$ cat src/rtl/hazard_ctrl.sv
// Hazard controller for the 5-stage RV32I pipeline: load-use stalls, branch flushes,
// E-stage forwarding and a data-memory wait/timeout FSM. Define HAZARD_PERF_EN for perf counters.
module hazard_ctrl #(
    parameter int MEM_TIMEOUT = 16,
    parameter int CNT_W       = 8
) (
    input  logic        clk,
    input  logic        rst_n,
    input  logic [4:0]  Rs1D,
    input  logic [4:0]  Rs2D,
    input  logic [4:0]  Rs1E,
    input  logic [4:0]  Rs2E,
    input  logic [4:0]  RdE,
    input  logic [4:0]  RdM,
    input  logic [4:0]  RdW,
    input  logic        ResultSrcE0,
    input  logic        RegWriteM,
    input  logic        RegWriteW,
    input  logic        PCSrcE,
    input  logic        MemReqM,
    input  logic        MemReadyM,
    input  logic        FaultAck,
    output logic        StallF,
    output logic        StallD,
    output logic        StallE,
    output logic        StallM,
    output logic        StallW,
    output logic        FlushD,
    output logic        FlushE,
    output logic        FlushM,
    output logic [1:0]  ForwardAE,
    output logic [1:0]  ForwardBE,
`ifdef HAZARD_PERF_EN
    output logic [31:0] StallCycles,
    output logic [31:0] FlushCount,
`endif
    output logic        MemFault
);

    typedef enum logic [1:0] {
        RUN,
        MEM_WAIT,
        FAULT
    } state_t;

    localparam logic [CNT_W-1:0] LAST_WAIT = CNT_W'(MEM_TIMEOUT - 1);
    localparam logic [CNT_W-1:0] CNT_ONE   = CNT_W'(1);

    state_t           state;
    logic [CNT_W-1:0] wait_cnt;

    logic       mem_wait;
    logic       lw_stall;
    logic       freeze;
    logic       run_rules;
    logic       branch_flush;
    logic       load_stall;
    logic [1:0] fwd_a;
    logic [1:0] fwd_b;

    // M-stage results are newer than W-stage results, so M wins on a double match.
    always_comb begin
        fwd_a = 2'b00;
        fwd_b = 2'b00;
        if (RegWriteM && (RdM != 5'd0) && (RdM == Rs1E))
            fwd_a = 2'b10;
        else if (RegWriteW && (RdW != 5'd0) && (RdW == Rs1E))
            fwd_a = 2'b01;
        if (RegWriteM && (RdM != 5'd0) && (RdM == Rs2E))
            fwd_b = 2'b10;
        else if (RegWriteW && (RdW != 5'd0) && (RdW == Rs2E))
            fwd_b = 2'b01;
    end

    // A freeze beats a branch flush, which in turn kills any load-use stall of the dead D instruction.
    always_comb begin
        mem_wait  = MemReqM & ~MemReadyM;
        lw_stall  = ResultSrcE0 & (RdE != 5'd0) & ((RdE == Rs1D) | (RdE == Rs2D));
        freeze    = 1'b0;
        run_rules = 1'b0;
        case (state)
            RUN: begin
                freeze    = mem_wait;
                run_rules = ~mem_wait;
            end
            MEM_WAIT: begin
                freeze    = ~MemReadyM;
                run_rules = MemReadyM;
            end
            default: begin
                freeze    = 1'b0;
                run_rules = 1'b0;
            end
        endcase
        branch_flush = run_rules & PCSrcE;
        load_stall   = run_rules & ~PCSrcE & lw_stall;
    end

    always_comb begin
        StallF    = 1'b0;
        StallD    = 1'b0;
        StallE    = 1'b0;
        StallM    = 1'b0;
        StallW    = 1'b0;
        FlushD    = 1'b0;
        FlushE    = 1'b0;
        FlushM    = 1'b0;
        ForwardAE = 2'b00;
        ForwardBE = 2'b00;
        MemFault  = 1'b0;
        if (!rst_n) begin
            FlushD = 1'b1;
            FlushE = 1'b1;
            FlushM = 1'b1;
        end else begin
            ForwardAE = fwd_a;
            ForwardBE = fwd_b;
            if (state == FAULT) begin
                // Drain: fetch held, D/E/M bubbled, W allowed to retire.
                MemFault = 1'b1;
                StallF   = 1'b1;
                FlushD   = 1'b1;
                FlushE   = 1'b1;
                FlushM   = 1'b1;
            end else if (freeze) begin
                StallF = 1'b1;
                StallD = 1'b1;
                StallE = 1'b1;
                StallM = 1'b1;
                StallW = 1'b1;
            end else if (branch_flush) begin
                FlushD = 1'b1;
                FlushE = 1'b1;
            end else if (load_stall) begin
                StallF = 1'b1;
                StallD = 1'b1;
                FlushE = 1'b1;
            end
        end
    end

    always_ff @(posedge clk) begin
        if (!rst_n) begin
            state    <= RUN;
            wait_cnt <= '0;
        end else begin
            case (state)
                RUN: begin
                    if (mem_wait) begin
                        state    <= MEM_WAIT;
                        wait_cnt <= CNT_ONE;
                    end
                end
                MEM_WAIT: begin
                    if (MemReadyM) begin
                        state    <= RUN;
                        wait_cnt <= '0;
                    end else if (wait_cnt == LAST_WAIT) begin
                        state <= FAULT;
                    end else begin
                        wait_cnt <= wait_cnt + CNT_ONE;
                    end
                end
                FAULT: begin
                    if (FaultAck) begin
                        state    <= RUN;
                        wait_cnt <= '0;
                    end
                end
                default: begin
                    state    <= RUN;
                    wait_cnt <= '0;
                end
            endcase
        end
    end

`ifdef HAZARD_PERF_EN
    always_ff @(posedge clk) begin
        if (!rst_n) begin
            StallCycles <= 32'd0;
            FlushCount  <= 32'd0;
        end else begin
            if (StallF)
                StallCycles <= StallCycles + 32'd1;
            if (branch_flush)
                FlushCount <= FlushCount + 32'd1;
        end
    end
`endif

endmodule

$ cat config.mk
export PLATFORM = sky130hd
export DESIGN_NAME = hazard_ctrl
export DESIGN_NICKNAME = d
export VERILOG_FILES = /design/src/rtl/hazard_ctrl.sv
export SDC_FILE = /design/constraint.sdc
export NUM_CORES = 1
export LEC_CHECK = 0
export ABC_AREA = 1
export CAP_MARGIN = 20
export CORE_UTILIZATION = 41
export DETAILED_ROUTE_END_ITERATION = 10
export GPL_TIMING_DRIVEN = 0
export PLACE_DENSITY_LB_ADDON = 0.08
export SETUP_SLACK_MARGIN = 0.3
export SLEW_MARGIN = 20
export SYNTH_ARGS = -nofsm -noshare
export SYNTH_HDL_FRONTEND = slang
export SYNTH_SLANG_ARGS = --single-unit
export TNS_END_PERCENT = 1
$ cat constraint.sdc
create_clock -name clk -period 1.8 [get_ports clk]
set_clock_uncertainty 0.2 [all_clocks]
set_input_delay 0.36 -clock clk [delete_from_list [all_inputs] [get_ports clk]]
set_output_delay 0.36 -clock clk [all_outputs]
set_load 0.02 [all_outputs]
==> results.cfg, run 1 <==
[setup_path]
crit_path_max_incr_delay_ns = 0.37
critPathMostFrequentCell = nand2_2
cp.arrival_ns = 1.50
worst-path-max-fanout = 2
reg2reg_depth = 6
cp_cell_sequence = inv_4, nor2_4, nand2_2, nand2_2, inv_4, a21oi_4, nand2_2, nand2_4, nand2_4, buf_6
startpoint = state[1]
worst-path-buf-inv = 3
rr_startpoint = wait_cnt[0]
critPathKind = flop to primary output
crit_family = simple AND/OR/NAND/NOR gates
cp.required_ns = 1.24
startpoint_type = flop
rr_endpoint = wait_cnt[7]
r2r_slack_ns = 0.20
crit_slowest_cell = dfxtp_4
end_kind = primary output

[cts]
hold_buffers = 0
cts_tree = yes
clkSinkCount = 10
htree_num_levels = 1
clkTransAtPathRegs_ns = 0.07
cts_buffer_depth = 2
clock_tree.root_cell = clkbuf_4
insertion_delay_ns = 0.27
cts_buffers = 3

[floorplanning]
die_h_um = 55.8
die_w_um = 55.8
fp-row-count = 19
start_util_pct = 43.1
ios = 57
die-area_um2 = 3120
core-area_um2 = 2760

[drt]
drtAntennaViolNets = 0
vias = 1515
dr.pass1.iters = 4
drc = 0
dr.first_iter.drc_count = 50
wl_um = 3300
wire_per_inst_um = 10.6
via_per_inst = 4.87

[yosys]
ys_warn_count = 0
avgSynthCellArea_um2 = 5.50
ys_seq_elements = 10
seq_area_frac_synth_pct = 16.8
synthCells = 216
synth_area_um2 = 1190
synthFlopType = dfxtp_1
synth_nets = 261
synth-edff-count = 0
synthArstFlopShare_pct = 0
ys_types = 24

[placement]
dp_hpwl_um = 2570
portBuffers = 56
gp_routability_congestion = 0.862
dp_cells = 303
preCtsSetupSlack_ns = -1.07

[cells_and_area]
seqCellArea_um2 = 213
antenna_cells = 0
drive_gt1_share_pct = 25.0
final_common_cell = nand2_1
multi_input_area_um2 = 948
fillers = 245
mostFrequentLayoutCells = nand2_1, inv_1, dlygate4sd2_1
area_growth_syn_to_layout_pct = 65.7
num-nets-final = 327
fin_cells = 311

[timing]
relSlewSlack_pct = 68.2
maxClockFrequency_mhz = 485
rsz0062_at_grt = true
min_period_ns = 2.06
hold_viol_final = 0
finalCritPeriodShare_pct = 115
tightest_slew_ns = 0.473
finalSetupViolations = 10
worst_slack_ns = -0.261
drv_slew = 0

[grt]
grt_usage_pct = 21.0
grt_pass1_wl_um = 5410
antenna_found_initial = 0
grt_pass1_vias = 1328
grt_overflow = 0
grt_max_degree = 11

[worst_hold_path]
min_path_cells = 2
whs_endpoint = wait_cnt[7]
hp-class = flop to flop
hp-start = wait_cnt[7]

[outcome]
status = finished, violations left
violations = setup timing

[power_and_ir_drop]
ir_drop_v = 0.000460
p_total_mw = 0.770
power_leakage_nw = 0.990
power_density_nw_per_um2 = 391

[run]
maxCapViolCount = 0
-- layer usage --
layer	up-vias	GRT usage (%)	part of all wire, %
met3	3	4.19	7.2
met2	60	37.7	49
met4	0	1.74	0.27
met5	-	0	0
met1	652	27.1	43
li1	800	-	-
-- layout make-up --
cell class              instances  share of cell area (%)
plain buffers                   3                    1.40
clock buffers                   3                    1.14
inverters                      40                    8.13
multi-input cells             163                    48.2
flip-flops and latches         10                    10.8
well taps                      31                    1.97
repair buffers                 61                    28.4
-- logic make-up after synthesis --
group	Yosys count	synth area share, %
AO/OA/AOI/OAI	23	10.6
XOR/XNOR	17	12.5
adder cells (fa/ha/maj)	1	1.05
buffers and inverters	43	14.2
flip-flops	10	16.8
AND/OR/NAND/NOR	122	44.7
-- what timing repair did --
action | CTS | global route
resized for setup | 133 | 24
setup endpoints to repair | 23 | 22
gates cloned | 0 | 0
pin swaps | 23 | 20
setup buffers | 3 | 2
-- worst max-delay path by stage --
stage	to	cells past startpoint	slack, ns
global placement	StallF	12	-1.06
CTS	StallF	10	-0.28
floorplan	StallF	9	0.15
detailed placement	StallF	12	-1.07
finish	StallF	10	-0.26
global route	StallF	10	-0.34
-- cell usage after synthesis (2+ instances only) --
library cell | count | area (µm²)
nand2_1 | 65 | 244
nor3_1 | 8 | 40.0
inv_1 | 36 | 135
nand4_1 | 6 | 37.5
o21ai_1 | 2 | 10.0
inv_2 | 4 | 15.0
dfxtp_1 | 10 | 200
nand3_1 | 10 | 50.1
xnor2_1 | 12 | 105
a21oi_1 | 12 | 60.1
o21ai_0 | 4 | 20.0
nor2_2 | 4 | 25.0
nor2_1 | 22 | 82.6
xor2_1 | 5 | 43.8
buf_4 | 2 | 15.0
nand2_2 | 5 | 31.3
o22ai_1 | 2 | 12.5
-- metrics by stage --
stage,cell area (µm²),hold slack [ns],TNS (ns),utilization [%]
floorplan,1240,0.257,0,-
global placement,1840,0.273,-13.22,66.6
detailed placement,1840,0.277,-13.28,66.6
CTS,1890,0.285,-1.97,68.4
global route,1970,0.311,-2.75,71.4
finish,1970,0.282,-2.02,71.4
-- worst reg2reg max path, delay by kind of cell, from the launching register on --
kind,cells,cell delay (ns)
AOI/OAI and AO/OA,1,0.14
adders and majority gates,1,0.18
DFF,1,0.37
and+or+nand+nor,4,0.64
-- registers in the layout, summed over array words and instances, names as in the netlist --
register and flops:
state 2, wait_cnt 8
-- power breakdown --
part	switching [mW]	total (mW)	internal [mW]	leakage [nW]
sequential	0.0108	0.237	0.226	0.0836
clock	0.0815	0.159	0.0775	0.0138
combinational	0.192	0.374	0.182	0.893
Note: power is estimated with default switching activity, not from simulation.
==> run 2, diff against run 1 <==
--- a/config.mk
+++ b/config.mk
@@ -12,7 +12,6 @@
 export GPL_TIMING_DRIVEN = 0
 export PLACE_DENSITY_LB_ADDON = 0.08
 export SETUP_SLACK_MARGIN = 0.3
-export SLEW_MARGIN = 20
 export SYNTH_ARGS = -nofsm -noshare
 export SYNTH_HDL_FRONTEND = slang
 export SYNTH_SLANG_ARGS = --single-unit
==> results of run 2 <==
Final layout, timing and power as in run 1 (identical DEF).
